File: src/rtl/pipe_pkg.sv
// -----------------------------------------------------------------------------
// pipe_pkg
// Shared definitions for the generic pipeline stage register.
//   - default payload / control / write-register widths
//   - bit positions of the control bits carried in the ctrl field
//   - pipe_entry_t: one pipeline entry at the default widths
// -----------------------------------------------------------------------------
package pipe_pkg;

    localparam int DEF_DW  = 16;
    localparam int DEF_CW  = 5;
    localparam int DEF_RW  = 3;
    localparam int DEF_SCW = 16;

    localparam int CTRL_REGWRITE = 0;
    localparam int CTRL_MEMTOREG = 1;
    localparam int CTRL_DMEMEN   = 2;
    localparam int CTRL_JUMP     = 3;
    localparam int CTRL_BRANCH   = 4;

    typedef struct packed {
        logic [DEF_DW-1:0] data;
        logic [DEF_CW-1:0] ctrl;
        logic [DEF_RW-1:0] wreg;
    } pipe_entry_t;

endpackage

File: src/rtl/pipe_slot.sv
// -----------------------------------------------------------------------------
// pipe_slot
// One entry register of a pipeline stage: a valid flag plus the entry itself.
// The entry type is a parameter so the stage can use its own widths.
// Ports:
//   i_clk    clock
//   i_rst    asynchronous active-high reset (valid and entry cleared)
//   i_load   capture i_d and mark valid
//   i_clear  mark empty; wins over i_load; entry contents are left stale
//   i_d      entry to capture
//   o_valid  slot holds an entry
//   o_q      held entry
// -----------------------------------------------------------------------------
module pipe_slot
    import pipe_pkg::*;
#(
    parameter type T = pipe_entry_t
) (
    input  logic i_clk,
    input  logic i_rst,
    input  logic i_load,
    input  logic i_clear,
    input  T     i_d,
    output logic o_valid,
    output T     o_q
);

    logic r_valid;
    T     r_q;

    always_ff @(posedge i_clk or posedge i_rst) begin
        if (i_rst) begin
            r_valid <= 1'b0;
            r_q     <= '0;
        end else if (i_clear) begin
            r_valid <= 1'b0;
        end else if (i_load) begin
            r_valid <= 1'b1;
            r_q     <= i_d;
        end
    end

    assign o_valid = r_valid;
    assign o_q     = r_q;

endmodule

File: src/rtl/pipe_stage_reg.sv
// -----------------------------------------------------------------------------
// pipe_stage_reg
// Generic pipeline stage register with valid/ready handshake, flush, optional
// 2-entry skid buffer and a saturating stall counter.
// Ports:
//   clk, rst                 clock, asynchronous active-high reset
//   flush                    synchronous kill of held and incoming entries
//   in_valid/in_ready        upstream handshake
//   in_data/in_ctrl/in_wreg  incoming entry
//   out_valid/out_ready      downstream handshake
//   out_data/out_ctrl/...    head entry; out_ctrl forced 0 on a bubble
//   stall_cnt                cycles with out_valid & ~out_ready (saturating)
//   stall_cnt_clr            synchronous clear of stall_cnt
// -----------------------------------------------------------------------------
module pipe_stage_reg
    import pipe_pkg::*;
#(
    parameter int DW   = DEF_DW,
    parameter int CW   = DEF_CW,
    parameter int RW   = DEF_RW,
    parameter int SKID = 1,
    parameter int SCW  = DEF_SCW
) (
    input  logic           clk,
    input  logic           rst,
    input  logic           flush,
    input  logic           in_valid,
    output logic           in_ready,
    input  logic [DW-1:0]  in_data,
    input  logic [CW-1:0]  in_ctrl,
    input  logic [RW-1:0]  in_wreg,
    output logic           out_valid,
    input  logic           out_ready,
    output logic [DW-1:0]  out_data,
    output logic [CW-1:0]  out_ctrl,
    output logic [RW-1:0]  out_wreg,
    output logic [SCW-1:0] stall_cnt,
    input  logic           stall_cnt_clr
);

    typedef struct packed {
        logic [DW-1:0] data;
        logic [CW-1:0] ctrl;
        logic [RW-1:0] wreg;
    } entry_t;

    entry_t w_in_entry;
    entry_t w_main_d;
    entry_t w_main_q;
    logic   w_main_v;
    logic   w_main_load;
    logic   w_main_clear;
    logic   w_in_xfer;
    logic   w_out_xfer;

    logic [SCW-1:0] r_stall_cnt;

    assign w_in_entry = {in_data, in_ctrl, in_wreg};
    assign w_in_xfer  = in_valid & in_ready;
    assign w_out_xfer = w_main_v & out_ready;

    generate
        if (SKID != 0) begin : g_skid
            entry_t w_skid_q;
            logic   w_skid_v;
            logic   w_skid_load;
            logic   w_skid_clear;

            // in_ready is the inverted skid valid flop, so it never depends
            // combinationally on out_ready.
            assign in_ready = ~w_skid_v;

            // Main refills from skid first to keep strict FIFO order; with
            // skid occupied in_ready is low, so no input can race it.
            assign w_main_d     = w_skid_v ? w_skid_q : w_in_entry;
            assign w_main_load  = ~flush & ((w_out_xfer & (w_skid_v | w_in_xfer)) |
                                            (~w_main_v & w_in_xfer));
            assign w_main_clear = flush | (w_out_xfer & ~w_skid_v & ~w_in_xfer);

            assign w_skid_load  = ~flush & ~w_out_xfer & w_in_xfer & w_main_v;
            assign w_skid_clear = flush | (w_out_xfer & w_skid_v);

            pipe_slot #(.T(entry_t)) u_skid (
                .i_clk   (clk),
                .i_rst   (rst),
                .i_load  (w_skid_load),
                .i_clear (w_skid_clear),
                .i_d     (w_in_entry),
                .o_valid (w_skid_v),
                .o_q     (w_skid_q)
            );
        end else begin : g_single
            assign in_ready     = out_ready | ~w_main_v;
            assign w_main_d     = w_in_entry;
            assign w_main_load  = ~flush & w_in_xfer;
            assign w_main_clear = flush | (w_out_xfer & ~w_in_xfer);
        end
    endgenerate

    pipe_slot #(.T(entry_t)) u_main (
        .i_clk   (clk),
        .i_rst   (rst),
        .i_load  (w_main_load),
        .i_clear (w_main_clear),
        .i_d     (w_main_d),
        .o_valid (w_main_v),
        .o_q     (w_main_q)
    );

    assign out_valid = w_main_v;
    assign out_data  = w_main_q.data;
    assign out_wreg  = w_main_q.wreg;
    // A bubble must never carry live control bits (RegWrite, DMemEn, ...).
    assign out_ctrl  = w_main_v ? w_main_q.ctrl : '0;

    always_ff @(posedge clk or posedge rst) begin
        if (rst) begin
            r_stall_cnt <= '0;
        end else if (stall_cnt_clr) begin
            r_stall_cnt <= '0;
        end else if (w_main_v & ~out_ready & ~(&r_stall_cnt)) begin
            r_stall_cnt <= r_stall_cnt + 1'b1;
        end
    end

    assign stall_cnt = r_stall_cnt;

endmodule
File: config.mk
export PLATFORM = sky130hd
export DESIGN_NAME = pipe_stage_reg
export DESIGN_NICKNAME = d
export VERILOG_FILES = /design/src/rtl/pipe_pkg.sv /design/src/rtl/pipe_slot.sv /design/src/rtl/pipe_stage_reg.sv
export SDC_FILE = /design/constraint.sdc
export NUM_CORES = 1
export LEC_CHECK = 0
export ABC_AREA = 0
export CAP_MARGIN = 20
export CORE_UTILIZATION = 40
export CTS_CLUSTER_DIAMETER = 40
export DETAILED_ROUTE_END_ITERATION = 10
export MAX_ROUTING_LAYER = met4
export PLACE_DENSITY = 0.66
export SLEW_MARGIN = 20
export SYNTH_ARGS = -nofsm -noshare
export SYNTH_HDL_FRONTEND = slang
export SYNTH_SLANG_ARGS = --single-unit
File: constraint.sdc
create_clock -name clk -period 6.6 [get_ports clk]
set_clock_uncertainty 0.2 [all_clocks]
set_input_delay 0.99 -clock clk [delete_from_list [all_inputs] [get_ports clk]]
set_output_delay 0.99 -clock clk [all_outputs]
set_load 0.01 [all_outputs]
==> results.rst, run 1 <==
.. list-table::
   :header-rows: 1

   * - Metric
     - Value
   * - Detailed-routing iteration count for the pre-antenna-repair pass
     - 4
   * - CTS tree
     - yes
   * - Number of antenna violations at the first check in global routing
     - 0
   * - Area share of the largest cell type after synthesis
     - 0.508
   * - Startpoint of the most critical setup path
     - u_main.o_valid
   * - Horiz. Die Dim
     - between 90 and 100 µm
   * - Worst path cell trace
     - and2_1 -> clkdlybuf4s50_1
   * - Post-Syn Area per Cell
     - about 11 µm²
   * - Rows
     - 32
   * - PwrDens
     - 258 nW/µm²
   * - IO Port Bufs
     - 71
   * - Startpoint type of the worst setup path
     - register
   * - Net count of the mapped netlist
     - about 330
   * - Max incr delay on CP
     - ~0.58 ns
   * - CTS H-Tree Depth
     - 3
   * - RSZ-0062 raised after global routing
     - no
   * - Max-cap viol count
     - 0
   * - HPWL reported at the end of detailed placement
     - around 4.3 mm
   * - # hold bufs at CTS
     - 0
   * - Dominant cells by area after synthesis
     - sky130_fd_sc_hd__dfrtp_1 (51%), sky130_fd_sc_hd__mux2_2 (11%), sky130_fd_sc_hd__mux2i_1 (7.7%), sky130_fd_sc_hd__a21oi_1 (5.1%), sky130_fd_sc_hd__buf_4 (4.8%)
   * - Average via count per standard cell
     - about 5
   * - Maximum vdd drop
     - between 150 and 200 µV
   * - Final cycle utilization of the critical path
     - 0.435
   * - Portion of the post-synthesis area used by sequential elements
     - 0.508
   * - CORE AREA
     - roughly 7800 µm²
   * - CP endpoint kind
     - output pin
   * - Slew HR
     - 0.412
   * - Biggest fanout along the worst timing path
     - 12
   * - Number of primary I/O pins
     - a little over 70
   * - Final RePlAce weighted congestion
     - 0.778
   * - Overall die area
     - 8490 µm²
   * - Initial DRC Count
     - 125
   * - Critical path data required time
     - around 5.4 ns
   * - Synthesis-to-layout area growth
     - 27.2%
   * - Filler Cells Inserted
     - about 700
   * - Wire length after detailed routing
     - about 6.5 mm
   * - FF-to-FF Start
     - g_skid.u_skid.o_valid
   * - Leakage power figure
     - ~1.6 nW
   * - Post-synth top area cell
     - sky130_fd_sc_hd__dfrtp_1
   * - Status
     - finished, final reports clean
   * - Buffer type at the clock tree root
     - sky130_fd_sc_hd__clkbuf_8
   * - Number of setup violations in the final report
     - 0
   * - Antenna cell count
     - 0
   * - Post-CTS Setup Bufs
     - 0
   * - Remaining global-route overflow
     - 0
   * - YS warnings
     - 0
   * - #FFs+latches synth
     - 66
   * - Initial standard-cell utilization of the core
     - 0.416
   * - Critical Setup Path Class
     - reg -> out
   * - Number of resized instances in the post-cts repair step
     - 0
   * - Placed Cells incl. Taps
     - 439
   * - Worst-skew pair later-pin latency
     - between 0.3 and 0.4 ns
   * - Final-layout setup total negative slack
     - 0 ns
   * - Slowest cell on the critical path
     - sky130_fd_sc_hd__dfrtp_1
   * - Count of buffer and inverter cells on the critical path
     - 1
   * - Final Instance Count excl. Fillers
     - 455
   * - Number of global-route vias before repair
     - 2377
   * - Worst Hold Launch
     - g_skid.u_skid.o_q[5]
   * - Final routed DRC violation total
     - 0
   * - Share of layout cells above drive strength 1
     - 0.173
   * - Least setup slack across all paths after layout
     - around 3.7 ns
   * - Syn Std Cell Area
     - about 3300 µm²
   * - Signal arrival time at the worst endpoint
     - around 1.7 ns
   * - Final Max Tran Viols
     - 0
   * - Number of instances in the synthesized netlist
     - between 200 and 300
   * - Distinct cell type count after synthesis
     - 36
   * - Clock edge transition at the registers on the reported setup and hold paths
     - ~0.070 ns
   * - Family of cells with the greatest summed delay on the critical path
     - flip-flops
   * - Total CTS buffers
     - 9
   * - Pin count of the biggest net entering global routing
     - 67
   * - F_max
     - between 300 and 400 MHz
   * - Worst hold-check path type
     - reg -> reg
   * - Number of hold violations in the final report
     - 0
   * - Hold_ws
     - between 0.3 and 0.4 ns
   * - Worst slack at placement
     - ~3.4 ns
   * - Number of nets in the final layout
     - 379
   * - First-pass GRT wire length
     - roughly 11 mm
   * - Routed WL per cell
     - about 14 µm
   * - Overall fraction of global-route tracks in use
     - 0.175
   * - Clock buffer depth
     - 2
   * - Count of vias placed by the detailed router
     - approximately 2300
   * - CTS Sinks
     - 66
   * - Final cell utilization of the core
     - 0.530
   * - Slew @ Worst Pin
     - slightly below 0.9 ns
   * - Final worst path period need
     - approximately 2.9 ns
   * - Chip Height
     - slightly above 90 µm
   * - Final ANT Viol Nets
     - 0
## cells in the mapped netlist (all sizes together)
cell type	count
dfrtp	66
nor2	35
a21oi	34
mux2	33
buf	29
mux2i	25
nor2b	9
a211oi	7
nand2	7
inv	6
and2	5
clkbuf	5
nand2b	5
nand3	5
nand4	4
nor4	4
or4	4
o21ai	3
or3	3
nor3	2
o31ai	2
ha	1
o41ai	1
or2	1
## through the flow
| stage | cell area [µm²] | total power [mW] |
|---|---|---|
| 6_report | 4140 | 1.07 |
| 2_1_floorplan | 3250 | 0.660 |
| 4_1_cts | 4140 | 1.08 |
| 3_5_place_dp | 3930 | 0.730 |
| 5_1_grt | 4140 | 1.13 |
| 3_3_place_gp | 3920 | 0.722 |
## worst paths after layout
check,slack (ns),to,cells after the start
setup / recovery,3.73,out_ctrl[4],2
hold / removal,0.31,g_skid.u_skid.o_q[5],1
setup reg to reg,4.11,g_skid.u_skid.o_q[8],5
hold reg to reg,0.31,g_skid.u_skid.o_q[5],1
max in group asynchronous,4.61,stall_cnt[6],3
min in group asynchronous,1.00,u_main.o_q[2],3
## flip-flops by register name (all words and copies together), names as in the netlist
signal	cells
g_skid.u_skid.o_q	24
g_skid.u_skid.o_valid	1
stall_cnt	16
u_main.o_q	24
u_main.o_valid	1
## power by group
part | switching, mW | internal [mW]
clock network | 0.154 | 0.194
registers | 0.0380 | 0.476
logic | 0.0831 | 0.122
## cells in the final DEF (no fill, tap or decap), types with 2 or more instances in the layout
master                            synthesis  routed
sky130_fd_sc_hd__dfrtp_1                 66      66
sky130_fd_sc_hd__and2_1                   5       5
sky130_fd_sc_hd__or3_1                    3       3
sky130_fd_sc_hd__nand2b_1                 4       4
sky130_fd_sc_hd__o21ai_0                  3       3
sky130_fd_sc_hd__nand4_1                  4       4
sky130_fd_sc_hd__mux2_1                   2       2
sky130_fd_sc_hd__clkbuf_8                 0      11
sky130_fd_sc_hd__buf_4                   21       3
sky130_fd_sc_hd__nand2_1                  6       6
sky130_fd_sc_hd__clkinvlp_4               0       2
sky130_fd_sc_hd__mux2_2                  31      31
sky130_fd_sc_hd__a211oi_1                 7       6
sky130_fd_sc_hd__a21oi_1                 33      33
sky130_fd_sc_hd__inv_1                    6       5
sky130_fd_sc_hd__nor4_1                   2       2
sky130_fd_sc_hd__nor2b_1                  9       9
sky130_fd_sc_hd__nand3_1                  4       4
sky130_fd_sc_hd__o31ai_1                  2       2
sky130_fd_sc_hd__or4_1                    3       3
sky130_fd_sc_hd__mux2i_1                 25      25
sky130_fd_sc_hd__nor2_1                  35      35
sky130_fd_sc_hd__clkdlybuf4s50_1          0      71
## area by class of cell
cell class / count / area (µm²) / area share
flip-flops and latches: 66 / 1650 / 0.399
multi-input cells: 190 / 1380 / 0.334
repair buffers: 75 / 748 / 0.181
clock buffers: 12 / 155 / 0.0375
well taps: 102 / 128 / 0.0309
clock inverters: 4 / 50.0 / 0.0121
inverters: 6 / 22.5 / 0.00545
## metal layers
metal | global-route usage | wire, µm | vias up
met2 | 0.262 | 2990 | 58
li1 | - | - | 1121
met3 | 0.0556 | 385 | 8
met5 | - | 0 | -
met4 | 0.0703 | 112 | 0
met1 | 0.219 | 2990 | 1130
## cells by family (layout without fill, tap and decap cells)
kind of cell | Yosys count | in the layout | share of synthesized area
buffers and inverters | 40 | 97 | 0.0731
DFF | 66 | 66 | 0.508
muxes | 58 | 58 | 0.191
adders and majority gates | 1 | 1 | 0.00385
AOI/OAI and AO/OA | 47 | 47 | 0.0816
and+or+nand+nor | 84 | 84 | 0.142
Note: power is estimated with default switching activity, not from simulation.
==> run 2: changes to the inputs <==
Settings changed: PLACE_DENSITY 0.66 to 0.68.
Clock period 6.6 ns to 2.4 ns, I/O delays scaled along.
==> run 2 against run 1 <==
  * Setup slack worse by 3.5 ns
  * Power grew to 2.8 times the previous value
  * Global-route usage is 0.25 points lower
  * Flip-flop and latch count stayed put
  * Register-to-register slack worse by 3.9 ns
  * Routed wire length is 1.3% higher
  * Highest routed layer unchanged
==> results.rst, run 2 (same netlist as run 1, synthesis figures left out) <==
.. list-table::
   :header-rows: 1

   * - Metric
     - Value
   * - Initial standard-cell utilization of the core
     - 0.416 (unchanged)
   * - Number of primary I/O pins
     - 72 (unchanged)
   * - Detailed-routing iteration count for the pre-antenna-repair pass
     - 4 (unchanged)
   * - M3 GR Usage
     - 0.0481 (-0.00746)
   * - Leakage power figure
     - 1.70 nW (+3.8%)
   * - Final Max Tran Viols
     - 0 (unchanged)
   * - Pint
     - 2.24 mW (+180%)
   * - Chip Height
     - 92.1 µm (unchanged)
   * - Clock edge transition at the registers on the reported setup and hold paths
     - 0.08 ns (about the same)
   * - Slew @ Worst Pin
     - 0.593 ns (-0.286 ns)
   * - Final Instance Count excl. Fillers
     - 464 (+2.0%)
   * - CP endpoint kind
     - register
   * - PwrDens
     - 708 nW/µm² (+170%)
   * - Clock buffer depth
     - 2 (unchanged)
   * - Switching power as a share of total power
     - 0.256 (-0.00127)
   * - Worst hold-check path type
     - in -> async
   * - Final ANT Viol Nets
     - 0 (unchanged)
   * - Count of vias placed by the detailed router
     - 2389 (+3.1%)
   * - Number of setup violations in the final report
     - 0 (unchanged)
   * - Post-CTS Setup Bufs
     - 0 (unchanged)
   * - Critical Setup Path Class
     - reg -> reg
   * - Met2 routing resource usage after global routing
     - 0.273 (+0.0112)
   * - Worst-skew pair later-pin latency
     - 0.33 ns (about the same)
   * - Initial DRC Count
     - 67 (-46%)
   * - Buffer type at the clock tree root
     - sky130_fd_sc_hd__clkbuf_8
   * - Status
     - finished, final reports clean
   * - Maximum vdd drop
     - 405 µV (+170%)
   * - Placed Cells incl. Taps
     - 449 (+2.3%)
   * - Pin count of the biggest net entering global routing
     - 53 (-21%)
   * - Final worst path period need
     - around 2.2 ns
   * - Horiz. Die Dim
     - 92.1 µm (unchanged)
   * - Final RePlAce weighted congestion
     - 0.795 (+2.2%)
   * - Overall fraction of global-route tracks in use
     - 0.172 (-0.00247)
   * - Busiest layer in global routing
     - met2
   * - Commonest non-fill, non-tap cell in the layout
     - sky130_fd_sc_hd__clkdlybuf4s50_1
   * - Number of global-route vias before repair
     - 2346 (-1.3%)
   * - Average via count per standard cell
     - 5.15 (+1.1%)
   * - RSZ-0062 raised after global routing
     - no
   * - Remaining global-route overflow
     - 0 (unchanged)
   * - CTS tree
     - yes
   * - FF-to-FF Start
     - stall_cnt[0]
   * - F_max
     - about 450 MHz
   * - Max-cap viol count
     - 0 (unchanged)
   * - IO Port Bufs
     - 71 (unchanged)
   * - HPWL reported at the end of detailed placement
     - 4.49 mm (+4.2%)
   * - Critical path data required time
     - 2.42 ns (-2.99 ns)
   * - CORE AREA
     - 7810 µm² (unchanged)
   * - Least setup slack across all paths after layout
     - 0.195 ns (-3.53 ns)
   * - Final routed DRC violation total
     - 0 (unchanged)
   * - Overall die area
     - 8490 µm² (unchanged)
   * - Number of antenna violations at the first check in global routing
     - 0 (unchanged)
   * - Worst slack at placement
     - -0.0509 ns (-3.47 ns)
   * - Antenna cell count
     - 0 (unchanged)
   * - Most frequent cells in the layout
     - sky130_fd_sc_hd__clkdlybuf4s50_1 (71), sky130_fd_sc_hd__dfrtp_1 (66), sky130_fd_sc_hd__nor2_1 (35), sky130_fd_sc_hd__a21oi_1 (33), sky130_fd_sc_hd__mux2_2 (31)
   * - End of the worst register-to-register path
     - stall_cnt[14]
   * - First-pass GRT wire length
     - 11.0 mm (-1.6%)
   * - Startpoint of the most critical setup path
     - stall_cnt[0]
   * - Slew HR
     - 0.603 (+0.191)
   * - Final cycle utilization of the critical path
     - 0.919
   * - Sequential share of power
     - 0.470 (-0.012)
   * - Number of resized instances in the post-cts repair step
     - 0 (unchanged)
   * - Biggest fanout along the worst timing path
     - 7 (-5)
   * - Switching power
     - 772 µW (+180%)
   * - Wire length after detailed routing
     - 6.56 mm (+1.3%)
   * - CP Capture Point
     - stall_cnt[14]
   * - Clock Power Share
     - 0.338 (+0.012)
   * - Global-route met1 utilization
     - 0.206 (-0.0135)
   * - Startpoint type of the worst setup path
     - register
   * - Number of nets in the final layout
     - 389 (+2.6%)
   * - Number of hold violations in the final report
     - 0 (unchanged)
   * - Rows
     - 32 (unchanged)
   * - CTS Sinks
     - 66 (unchanged)
   * - Total CTS buffers
     - 9 (unchanged)
   * - Routed WL per cell
     - 14.1 µm (-0.65%)
   * - CTS H-Tree Depth
     - 3 (unchanged)
   * - Signal arrival time at the worst endpoint
     - 2.22 ns (+0.54 ns)
   * - # hold bufs at CTS
     - 0 (unchanged)
   * - Part of the total power dissipated in combinational logic
     - 0.192 (about the same)
   * - Count of cells along the worst register-to-register path
     - 5 (unchanged)
   * - Share of layout cells above drive strength 1
     - 0.196 (+0.0233)
   * - Synthesis-to-layout area growth
     - 30.8%
   * - Worst reg2reg setup slack
     - 0.20 ns (-3.91 ns)
==> run 2: changes by cell type in the layout (fill, tap and decap cells not counted) <==
cell                        previous run  this run
sky130_fd_sc_hd__buf_8                 1         0
sky130_fd_sc_hd__buf_4                 3        11
sky130_fd_sc_hd__clkinv_4              0         2
sky130_fd_sc_hd__bufinv_16             1         2
sky130_fd_sc_hd__buf_12                0         3
sky130_fd_sc_hd__clkbuf_8             11         9
sky130_fd_sc_hd__clkbuf_1              1         0
sky130_fd_sc_hd__clkinv_2              1         0
==> run 2: per-stage QoR <==
stage                TNS, ns  area, µm²  power, mW  utilization  hold slack (ns)
global route               0       4250       3.17        0.545            0.135
floorplan                  0       3250       1.81            -            0.223
global placement    -0.00338       4040       2.00        0.517            0.288
CTS                        0       4250       3.05        0.545            0.112
finish                     0       4250       3.01        0.545            0.123
detailed placement   -0.0509       4040       2.02        0.517            0.295
==> run 2: worst min-delay path by stage <==
stage | start | endpoint | slack (ns) | cells past startpoint
floorplan | flush | u_main.o_valid | 0.22 | 1
global placement | g_skid.u_skid.o_q[4] | g_skid.u_skid.o_q[4] | 0.29 | 1
detailed placement | g_skid.u_skid.o_q[8] | g_skid.u_skid.o_q[8] | 0.30 | 1
CTS | rst | stall_cnt[11] | 0.11 | 2
global route | rst | u_main.o_valid | 0.14 | 2
finish | rst | stall_cnt[2] | 0.12 | 2
==> run 2: power groups by stage <==
stage / clock network [mW] / registers, mW / logic, mW
after floorplan: 0 / 1.41 / 0.410
after global placement: 0 / 1.43 / 0.573
after detailed placement: 0 / 1.43 / 0.586
after CTS: 1.05 / 1.42 / 0.589
after global routing: 1.09 / 1.44 / 0.640
final: 1.02 / 1.41 / 0.577
==> run 2: per-layer routing <==
metal	part of all wire	wire, µm
met5	0	0
met2	0.49	3230
met3	0.061	403
met4	0.0088	58
met1	0.44	2870
==> run 2: critical path, stage by stage (launching register included) <==
cell                      delay, ns
sky130_fd_sc_hd__dfrtp_1       0.41
sky130_fd_sc_hd__ha_1          0.22
sky130_fd_sc_hd__nand3_1       0.14
sky130_fd_sc_hd__or3_1         0.45
sky130_fd_sc_hd__nor4_1        0.30
sky130_fd_sc_hd__mux2_2        0.37
==> run 2: final cells by class <==
class	count	area (µm²)
well taps	102	128
repair buffers	85	853
fillers	688	3560
multi-input cells	190	1380
flip-flops and latches	66	1650
clock buffers	9	124
inverters	6	22.5
clock inverters	6	92.6
==> run 3: changes to the inputs <==
Settings changed: PLACE_DENSITY 0.68 to 0.66.
Clock period 2.4 ns to 2.1 ns, I/O delays scaled along.
==> run 3 against run 2 <==
  * Setup slack got worse by 0.11 ns
  * Critical endpoint is now stall_cnt[15]
  * Critical path depth unchanged
  * Sequential share of layout area decreased by 0.93 points
  * Largest power group unchanged
  * Cell count rose by 1.9%
==> results.rst, run 3 (same netlist as run 1, synthesis figures left out) <==
.. list-table::
   :header-rows: 1

   * - Metric
     - Value
   * - Number of antenna violations at the first check in global routing
     - 0 (unchanged)
   * - Remaining global-route overflow
     - 0 (unchanged)
   * - Max-cap viol count
     - 0 (unchanged)
   * - RSZ-0062 raised after global routing
     - no
   * - First-pass GRT wire length
     - 11.2 mm (+1.1%)
   * - Worst path cell trace
     - buf_4 -> nand3_1 -> or4_4 -> nor4_2 -> mux2_2
   * - Count of buffer and inverter cells on the critical path
     - 1 (+1)
   * - Overall die area
     - 8490 µm² (unchanged)
   * - Share of layout cells above drive strength 1
     - 0.224 (+0.0276)
   * - CTS H-Tree Depth
     - 3 (unchanged)
   * - HPWL reported at the end of detailed placement
     - 4.54 mm (+1.1%)
   * - Final cycle utilization of the critical path
     - 0.959 (+0.0402)
   * - Critical path data required time
     - 2.12 ns (-0.30 ns)
   * - # hold bufs at CTS
     - 0 (unchanged)
   * - Least setup slack across all paths after layout
     - 0.0863 ns (-0.109 ns)
   * - Max incr delay on CP
     - 0.58 ns (+0.13 ns)
   * - Buffer type at the clock tree root
     - sky130_fd_sc_hd__clkbuf_8
   * - Number of primary I/O pins
     - 72 (unchanged)
   * - CTS Sinks
     - 66 (unchanged)
   * - Initial DRC Count
     - 149 (+120%)
   * - PwrDens
     - 802 nW/µm² (+13%)
   * - Initial standard-cell utilization of the core
     - 0.416 (unchanged)
   * - Number of hold violations in the final report
     - 0 (unchanged)
   * - Signal arrival time at the worst endpoint
     - 2.03 ns (-0.19 ns)
   * - Average via count per standard cell
     - 5.04 (-2.2%)
   * - Leakage power figure
     - 1.76 nW (+3.6%)
   * - Filler Cells Inserted
     - 718 (+4.4%)
   * - F_max
     - 497 MHz (+9.5%)
   * - Routed WL per cell
     - 14.1 µm (about the same)
   * - Commonest non-fill, non-tap cell in the layout
     - sky130_fd_sc_hd__clkdlybuf4s50_1
   * - Slowest cell on the critical path
     - sky130_fd_sc_hd__or4_4
   * - IO Port Bufs
     - 71 (unchanged)
   * - Count of vias placed by the detailed router
     - 2382 (-0.29%)
   * - Detailed-routing iteration count for the pre-antenna-repair pass
     - 4 (unchanged)
   * - Slew HR
     - 0.734 (+0.132)
   * - Pin count of the biggest net entering global routing
     - 67 (+26%)
   * - Final-layout setup total negative slack
     - 0 ns (unchanged)
   * - Worst-skew pair later-pin latency
     - 0.33 ns (about the same)
   * - Status
     - finished, final reports clean
   * - Antenna cell count
     - 0 (unchanged)
   * - Clock buffer depth
     - 2 (unchanged)
   * - Horiz. Die Dim
     - 92.1 µm (unchanged)
   * - Worst hold-check path type
     - in -> async
   * - Rows
     - 32 (unchanged)
   * - Final ANT Viol Nets
     - 0 (unchanged)
   * - CP endpoint kind
     - register
   * - Number of nets in the final layout
     - 397 (+2.1%)
   * - Family of cells with the greatest summed delay on the critical path
     - simple AND/OR/NAND/NOR gates
   * - Overall fraction of global-route tracks in use
     - 0.171 (-0.00143)
   * - Final Max Tran Viols
     - 0 (unchanged)
   * - CORE AREA
     - 7810 µm² (unchanged)
   * - Number of global-route vias before repair
     - 2349 (+0.13%)
   * - Maximum vdd drop
     - 538 µV (+33%)
   * - Most frequent cells in the layout
     - sky130_fd_sc_hd__clkdlybuf4s50_1 (68), sky130_fd_sc_hd__dfrtp_1 (66), sky130_fd_sc_hd__nor2_1 (35), sky130_fd_sc_hd__a21oi_1 (33), sky130_fd_sc_hd__mux2_2 (31)
   * - Slew @ Worst Pin
     - 0.397 ns (-0.196 ns)
   * - Startpoint type of the worst setup path
     - register
   * - Clock edge transition at the registers on the reported setup and hold paths
     - 0.07 ns (about the same)
   * - Total area of sequential cells
     - 1650 µm² (unchanged)
   * - Biggest fanout along the worst timing path
     - 6 (-1)
   * - Total CTS buffers
     - 9 (unchanged)
   * - Final worst path period need
     - 2.01 ns (-0.191 ns)
   * - Worst slack at placement
     - -0.216 ns (-0.165 ns)
   * - Critical Setup Path Class
     - reg -> reg
   * - Final RePlAce weighted congestion
     - 0.794 (-0.13%)
   * - Number of setup violations in the final report
     - 0 (unchanged)
   * - Chip Height
     - 92.1 µm (unchanged)
   * - Synthesis-to-layout area growth
     - 34.0%
   * - Worst reg2reg setup slack
     - 0.09 ns (-0.11 ns)
   * - CTS tree
     - yes
   * - Final routed DRC violation total
     - 0 (unchanged)
   * - Wire length after detailed routing
     - 6.69 mm (+2.0%)
   * - Multi-input logic area
     - 1400 µm² (+1.5%)
==> run 3: changes by cell type in the layout (fill, tap and decap cells not counted), sizes merged, moves of 2 or more <==
cell           previous run  this run
buf                      14        22
clkdlybuf4s50            71        68
dlygate4sd2               0         2
clkbuf                    9        12
==> run 3: final cells by class <==
type | instances | area share
clock buffer | 12 | 0.0356
clock inverter | 4 | 0.0169
inverter | 6 | 0.00603
multi-input combinational | 190 | 0.321
sequential | 66 | 0.379
tap | 102 | 0.0293
timing repair buffer | 93 | 0.211
==> run 3: layer usage <==
metal / GRT usage / wire length, µm / vias to the layer above
met5: - / 0 / -
met4: 0.0547 / 80 / 0
met3: 0.0473 / 388 / 8
met2: 0.270 / 3180 / 56
met1: 0.213 / 3040 / 1159
li1: - / - / 1159
==> run 3: tightest hold or removal path, stage by stage <==
cell	delay (ns)
sky130_fd_sc_hd__clkdlybuf4s50_1	0.44
sky130_fd_sc_hd__clkinvlp_4	0.10
sky130_fd_sc_hd__buf_12	0.29
==> run 3: final timing paths <==
kind,start,to,depth (start not counted)
worst max-delay path,stall_cnt[1],stall_cnt[15],5
min in group clk,g_skid.u_skid.o_q[7],g_skid.u_skid.o_q[7],1
worst min-delay path,rst,stall_cnt[14],3
worst min register to register,g_skid.u_skid.o_q[7],g_skid.u_skid.o_q[7],1
worst max register to register,stall_cnt[1],stall_cnt[15],5
max in group asynchronous,rst,u_main.o_q[6],3
==> run 3: metrics by stage <==
stage	utilization	cells	cell area [µm²]	hold slack, ns	power [mW]
6_report	0.558	473	4360	0.207	3.49
3_3_place_gp	0.524	455	4090	0.288	2.29
4_1_cts	0.554	471	4320	0.241	3.54
2_1_floorplan	-	296	3260	0.178	2.07
5_1_grt	0.558	473	4360	0.258	3.67
3_5_place_dp	0.524	455	4090	0.296	2.32
==> run 3: power breakdown <==
group | switching (mW) | total (mW) | internal, mW
registers | 0.115 | 1.61 | 1.50
logic | 0.270 | 0.671 | 0.401
clock network | 0.477 | 1.21 | 0.735
==> run 3: timing repair <==
| item | 4_1_cts | 5_1_grt |
|---|---|---|
| setup buffers | 0 | 2 |
| setup endpoints to repair | 4 | 11 |
| gates resized for setup | 3 | 4 |
